==> config.mk <==
export PLATFORM = sky130hd
export DESIGN_NAME = fetch_unit
export DESIGN_NICKNAME = d
export VERILOG_FILES = /design/src/rtl/fetch_unit.sv
export SDC_FILE = /design/constraint.sdc
export NUM_CORES = 1
export LEC_CHECK = 0
export CORE_MARGIN = 10
export CORE_UTILIZATION = 50
export DETAILED_ROUTE_END_ITERATION = 8
export DONT_BUFFER_PORTS = 1
export GPL_TIMING_DRIVEN = 0
export SLEW_MARGIN = 20
export SYNTH_ARGS = -nofsm -noshare
export SYNTH_HDL_FRONTEND = slang
export SYNTH_SLANG_ARGS = --single-unit
==> constraint.sdc <==
create_clock -name clk -period 3.2 [get_ports clk]
set_clock_uncertainty 0.1 [all_clocks]
set_input_delay 0.96 -clock clk [delete_from_list [all_inputs] [get_ports clk]]
set_output_delay 0.96 -clock clk [all_outputs]
set_load 0.05 [all_outputs]
==> src/rtl/fetch_unit.sv <==
// fetch_unit: instruction fetch stage downstream of the program counter.
//
// Takes the PC's 12-bit address and fetch/execute phase and reads the
// addressed byte from program memory over a req/valid handshake. The byte is
// latched as a 4-bit opcode and a 4-bit operand. While memory has not
// answered, the PC is stalled so the fetch phase lasts through the memory
// latency. A timeout counter abandons a fetch to a dead memory, loads
// NOP_BYTE and raises a sticky error flag.
//
// Ports:
//   clk        in   system clock, rising edge
//   Rst        in   asynchronous active-high reset
//   addr       in   [11:0] current program address from the PC
//   phase      in   PC phase, 0 = fetch, 1 = execute
//   stall      out  combinational hold request to the PC
//   mem_req    out  registered memory request
//   mem_addr   out  [11:0] registered request address
//   mem_rdata  in   [7:0] memory read data
//   mem_valid  in   memory response strobe
//   instr      out  [3:0] opcode of the last completed fetch
//   oprnd      out  [3:0] operand of the last completed fetch
//   ir_valid   out  instruction register holds a completed fetch
//   fetch_err  out  sticky timeout flag, cleared only by Rst
module fetch_unit #(
    parameter int       TIMEOUT  = 15,
    parameter bit [7:0] NOP_BYTE = 8'h00
) (
    input  logic        clk,
    input  logic        Rst,
    input  logic [11:0] addr,
    input  logic        phase,
    output logic        stall,
    output logic        mem_req,
    output logic [11:0] mem_addr,
    input  logic [7:0]  mem_rdata,
    input  logic        mem_valid,
    output logic [3:0]  instr,
    output logic [3:0]  oprnd,
    output logic        ir_valid,
    output logic        fetch_err
);

    localparam logic [7:0] TIMEOUT_C = 8'(TIMEOUT);

    typedef enum logic [1:0] {
        ST_IDLE = 2'd0,
        ST_WAIT = 2'd1,
        ST_EXEC = 2'd2
    } state_t;

    state_t      state_q,     state_d;
    logic [7:0]  cnt_q,       cnt_d;
    logic        mem_req_q,   mem_req_d;
    logic [11:0] mem_addr_q,  mem_addr_d;
    logic [7:0]  ir_q,        ir_d;
    logic        ir_valid_q,  ir_valid_d;
    logic        fetch_err_q, fetch_err_d;

    logic        timed_out;

    assign timed_out = (cnt_q == TIMEOUT_C);

    always_comb begin
        state_d     = state_q;
        cnt_d       = cnt_q;
        mem_req_d   = mem_req_q;
        mem_addr_d  = mem_addr_q;
        ir_d        = ir_q;
        ir_valid_d  = ir_valid_q;
        fetch_err_d = fetch_err_q;
        stall       = 1'b0;

        case (state_q)
            // IDLE and EXEC behave identically once the PC is back in the
            // fetch phase: hold the PC and launch the next request.
            ST_IDLE, ST_EXEC: begin
                if (!phase) begin
                    stall      = 1'b1;
                    mem_req_d  = 1'b1;
                    mem_addr_d = addr;
                    ir_valid_d = 1'b0;
                    cnt_d      = 8'd0;
                    state_d    = ST_WAIT;
                end
            end

            ST_WAIT: begin
                // Data takes priority over a coincident timeout.
                stall = !mem_valid && !timed_out;
                if (mem_valid) begin
                    ir_d       = mem_rdata;
                    ir_valid_d = 1'b1;
                    mem_req_d  = 1'b0;
                    state_d    = ST_EXEC;
                end else if (timed_out) begin
                    ir_d        = NOP_BYTE;
                    ir_valid_d  = 1'b1;
                    fetch_err_d = 1'b1;
                    mem_req_d   = 1'b0;
                    state_d     = ST_EXEC;
                end else begin
                    cnt_d = cnt_q + 8'd1;
                end
            end

            default: begin
                state_d   = ST_IDLE;
                mem_req_d = 1'b0;
            end
        endcase
    end

    always_ff @(posedge clk or posedge Rst) begin
        if (Rst) begin
            state_q     <= ST_IDLE;
            cnt_q       <= 8'd0;
            mem_req_q   <= 1'b0;
            mem_addr_q  <= 12'd0;
            ir_q        <= 8'd0;
            ir_valid_q  <= 1'b0;
            fetch_err_q <= 1'b0;
        end else begin
            state_q     <= state_d;
            cnt_q       <= cnt_d;
            mem_req_q   <= mem_req_d;
            mem_addr_q  <= mem_addr_d;
            ir_q        <= ir_d;
            ir_valid_q  <= ir_valid_d;
            fetch_err_q <= fetch_err_d;
        end
    end

    assign mem_req   = mem_req_q;
    assign mem_addr  = mem_addr_q;
    assign instr     = ir_q[7:4];
    assign oprnd     = ir_q[3:0];
    assign ir_valid  = ir_valid_q;
    assign fetch_err = fetch_err_q;

endmodule

==> summary.txt, run 1 <==
STA
  – Final min period: 3110 ps
  – Setup TNS: 0 ps
  – Final Hold Viols: 0
  – Max-slew headroom: 56.4%
  – Worst setup margin: 94.9 ps
  – Period utilization: 97.0%
  – Hold WS: 416 ps
  – Worst-margin pin slew: 654 ps
  – # setup viols final: 0
  – RSZ-0062 raised after global routing: no
  – Peak Freq: 322 MHz
  – Max Slew Vio Count: 0

Place
  – Setup WS pre-CTS: 81.1 ps
  – Detailed-placement wirelength estimate: 2130 um
  – Placed cells: 164
  – RePlAce Congestion: 0.777
  – Post-DP Area: 0.00139 mm^2
  – PortBufs: 0

GRT
  – First-pass GRT wire length: 4720 um
  – Antenna violations before repair: 0
  – Total gr overflow: 0
  – Pin count of the biggest net entering global routing: 34
  – Vias in the first global route: 976
  – GRT Util Overall: 11.4%

Floorplanning
  – # rows: 18
  – Die Span Y: 72.0 um
  – Die ar.: 0.00519 mm^2
  – Chip width: 72.0 um
  – Core Region: 0.00252 mm^2
  – IO Count: 48
  – Initial Util: 53.7%

Logic synthesis
  – XOR/XNOR Fraction of Synth Area: 1.29%
  – Avg Cell Area, Syn: 10.1 um^2
  – Post-synth cell types: 28
  – Yosys top cell area share: 61.0%
  – Synthesis-stage register bit count: 33
  – Post-Syn Area: 0.00135 mm^2
  – Synth Flop Type: dfrtp_1
  – Mux cell area share after synthesis: 0.739%
  – Net Count, Synth: 159
  – Synth Warn #: 0
  – Main combinational cell family by area after synthesis: simple AND/OR/NAND/NOR gates
  – Area fraction in compound gates after synthesis: 11.6%
  – Post-synth EDFFs: 0
  – Seq/Total Area, Yosys: 61.0%
  – Adder and majority gate portion of the synthesized area: 0.924%
  – Synthesized instance count: 134
  – Post-synth top area cell: dfrtp_1
  – Synth Area in Simple Gates: 22.5%
  – Ys async rst share: 100%
  – Synth top area cells: dfrtp_1 61%, nand2_1 14%, a22o_1 5.2%

Route
  – Avg WL per Cell: 16.2 um
  – Initial drt markers: 50
  – ANT nets after route: 0
  – Detailed-route via count: 943
  – TritonRoute pass-1 iters: 4
  – Vias per inst: 5.51
  – Post-route DRC: 0
  – Total routed wirelength: 2770 um

Worst setup path
  – Number of cells on the critical path: 4
  – Crit path required time: 2140 ps
  – Critical path type: primary input to output port
  – Crit path DAT: 2050 ps
  – Cell breakdown of the critical path: or3b_1 -> buf_2 -> o21bai_4 -> nand2_1
  – Setup crit start kind: primary input
  – CP delay by family, top: simple AND/OR/NAND/NOR gates
  – Worst Setup End Kind: output port
  – Crit Reg-Reg Endpoint: ir_q[0]$_DFFE_PP0P_
  – Buffers & Inverters on Critical Path: 1
  – CP Capture Point: stall
  – CP peak stage delay: 380 ps
  – Reg-to-reg slack, setup: 1360 ps
  – CP max-delay cell: nand2_1
  – FF-to-FF path depth: 4
  – Reg2reg start: cnt_q[6]$_DFFE_PP0P_
  – Crit path max fanout: 9
  – Crit path from: mem_valid

Layout
  – Fin area: 0.00145 mm^2
  – Diodes inserted: 0
  – Filler instances: 242
  – Area growth from synthesis to layout: 6.84%
  – Commonest cells after routing, fill and taps aside: 50 x nand2_1, 33 x dfrtp_1, 8 x a22o_1, 5 x nand3_1, 5 x clkbuf_4
  – Fin nets: 166
  – Layout Cells excl Fill: 171
  – Share of cells above drive strength 1: 8.51%
  – Most common cell after layout, fill and taps aside: nand2_1

CTS
  – CTS tree: built
  – Cts bufs inserted: 5
  – # clock sinks: 33
  – Htree depth: 2
  – Hold-fix buffers, CTS: 0
  – Root Driver: clkbuf_4
  – Worst skew pair latency: 320 ps
  – CTS clk-pin slew, worst paths: 90 ps
  – Postcts setup bufs: 0
  – Resize count post-CTS: 0
  – Bufs on Longest Clock Path: 2

Min path
  – Hold Path Class: flip-flop to flip-flop

Pwr
  – Internal power: 0.700 mW
  – Combinational share of power: 13.3%
  – Sw Share: 47.5%
  – Switch Pwr: 0.633 mW
  – Clock power share: 17.1%
  – Sequential group share of total power: 69.5%
  – Lkg Pwr: 0.718 nW
  – Power Density: 921 mW/mm^2
  – Peak VDD IR: 652 uV

Job
  – Max_cap viols: 0

Outcome
  – Status: finished, final reports clean
==> kinds of logic (layout without fill, tap and decap cells) <==
| kind of cell | after synthesis | count (layout) |
|---|---|---|
| mux | 1 | 1 |
| buf+inv | 7 | 14 |
| flops | 33 | 33 |
| fa+ha+maj | 1 | 1 |
| simple gates | 71 | 71 |
| compound gates | 19 | 19 |
| xor+xnor | 2 | 2 |
==> stage by stage <==
stage / total power, mW / util (%)
3_3_place_gp: 1.11 / 55.2
3_5_place_dp: 1.12 / 55.2
2_1_floorplan: 1.07 / -
5_1_grt: 1.41 / 57.3
6_report: 1.33 / 57.3
4_1_cts: 1.35 / 57.3
==> how the worst min path moves through the flow <==
stage | start | to | slack (ps) | cells after the start
after floorplan | cnt_q[2]$_DFFE_PP0P_ | cnt_q[2]$_DFFE_PP0P_ | 370 | 1
after global placement | cnt_q[2]$_DFFE_PP0P_ | cnt_q[2]$_DFFE_PP0P_ | 380 | 1
after detailed placement | cnt_q[2]$_DFFE_PP0P_ | cnt_q[2]$_DFFE_PP0P_ | 410 | 1
after CTS | cnt_q[2]$_DFFE_PP0P_ | cnt_q[2]$_DFFE_PP0P_ | 420 | 1
after global routing | cnt_q[4]$_DFFE_PP0P_ | cnt_q[4]$_DFFE_PP0P_ | 470 | 1
final | cnt_q[2]$_DFFE_PP0P_ | cnt_q[2]$_DFFE_PP0P_ | 420 | 1
==> Yosys cell counts (2+ instances only) <==
cell and instances:
a21oi_1 2, a22o_1 8, clkbuf_1 3, dfrtp_1 33, inv_1 2, nand2_1 50, nand3_1 5, nor2_1 4
nor2b_1 2, nor3_1 3, o21ai_0 2, o31ai_1 2, or3_1 2, xnor2_1 2
==> sequential cells by signal, summed over array words and instances (netlist names) <==
signal,count
cnt_q,8
ir_valid,1
state_q,2
mem_addr,12
fetch_err,1
ir_q,8
mem_req,1
==> layer usage <==
metal	share of wire, %	vias to the layer above	GRT usage, %
met5	0	-	0
met4	1.1	0	3.87
met3	11	6	7.62
met2	47	35	16.7
met1	41	437	13.0
li1	-	465	-
==> power by group through the flow <==
stage                     Combinational (mW)  Sequential [mW]  Clock (mW)
final                                  0.178            0.927       0.228
after global routing                   0.212            0.946       0.256
after CTS                              0.183            0.933       0.237
after detailed placement               0.182            0.942           0
after global placement                 0.176            0.938           0
after floorplan                        0.154            0.911           0
==> cell type report <==
cell class                      instances  area, um^2  area share, %
Sequential cell                        33         826           57.1
Tap cell                               30        37.5           2.60
Clock buffer                            7        55.1           3.81
Multi-Input combinational cell         94         500           34.6
Inverter                                2        7.51          0.519
Buffer                                  5        20.0           1.38
Note: power is estimated with default switching activity, not from simulation.
==> inputs of run 2 (changes only) <==
--- a/config.mk
+++ b/config.mk
@@ -7,6 +7,7 @@
 export LEC_CHECK = 0
 export CORE_MARGIN = 10
 export CORE_UTILIZATION = 50
+export CTS_CLUSTER_DIAMETER = 100
 export DETAILED_ROUTE_END_ITERATION = 8
 export DONT_BUFFER_PORTS = 1
 export GPL_TIMING_DRIVEN = 0
==> results of run 2 <==
No change in the layout: final DEF, timing and power equal those of run 1.
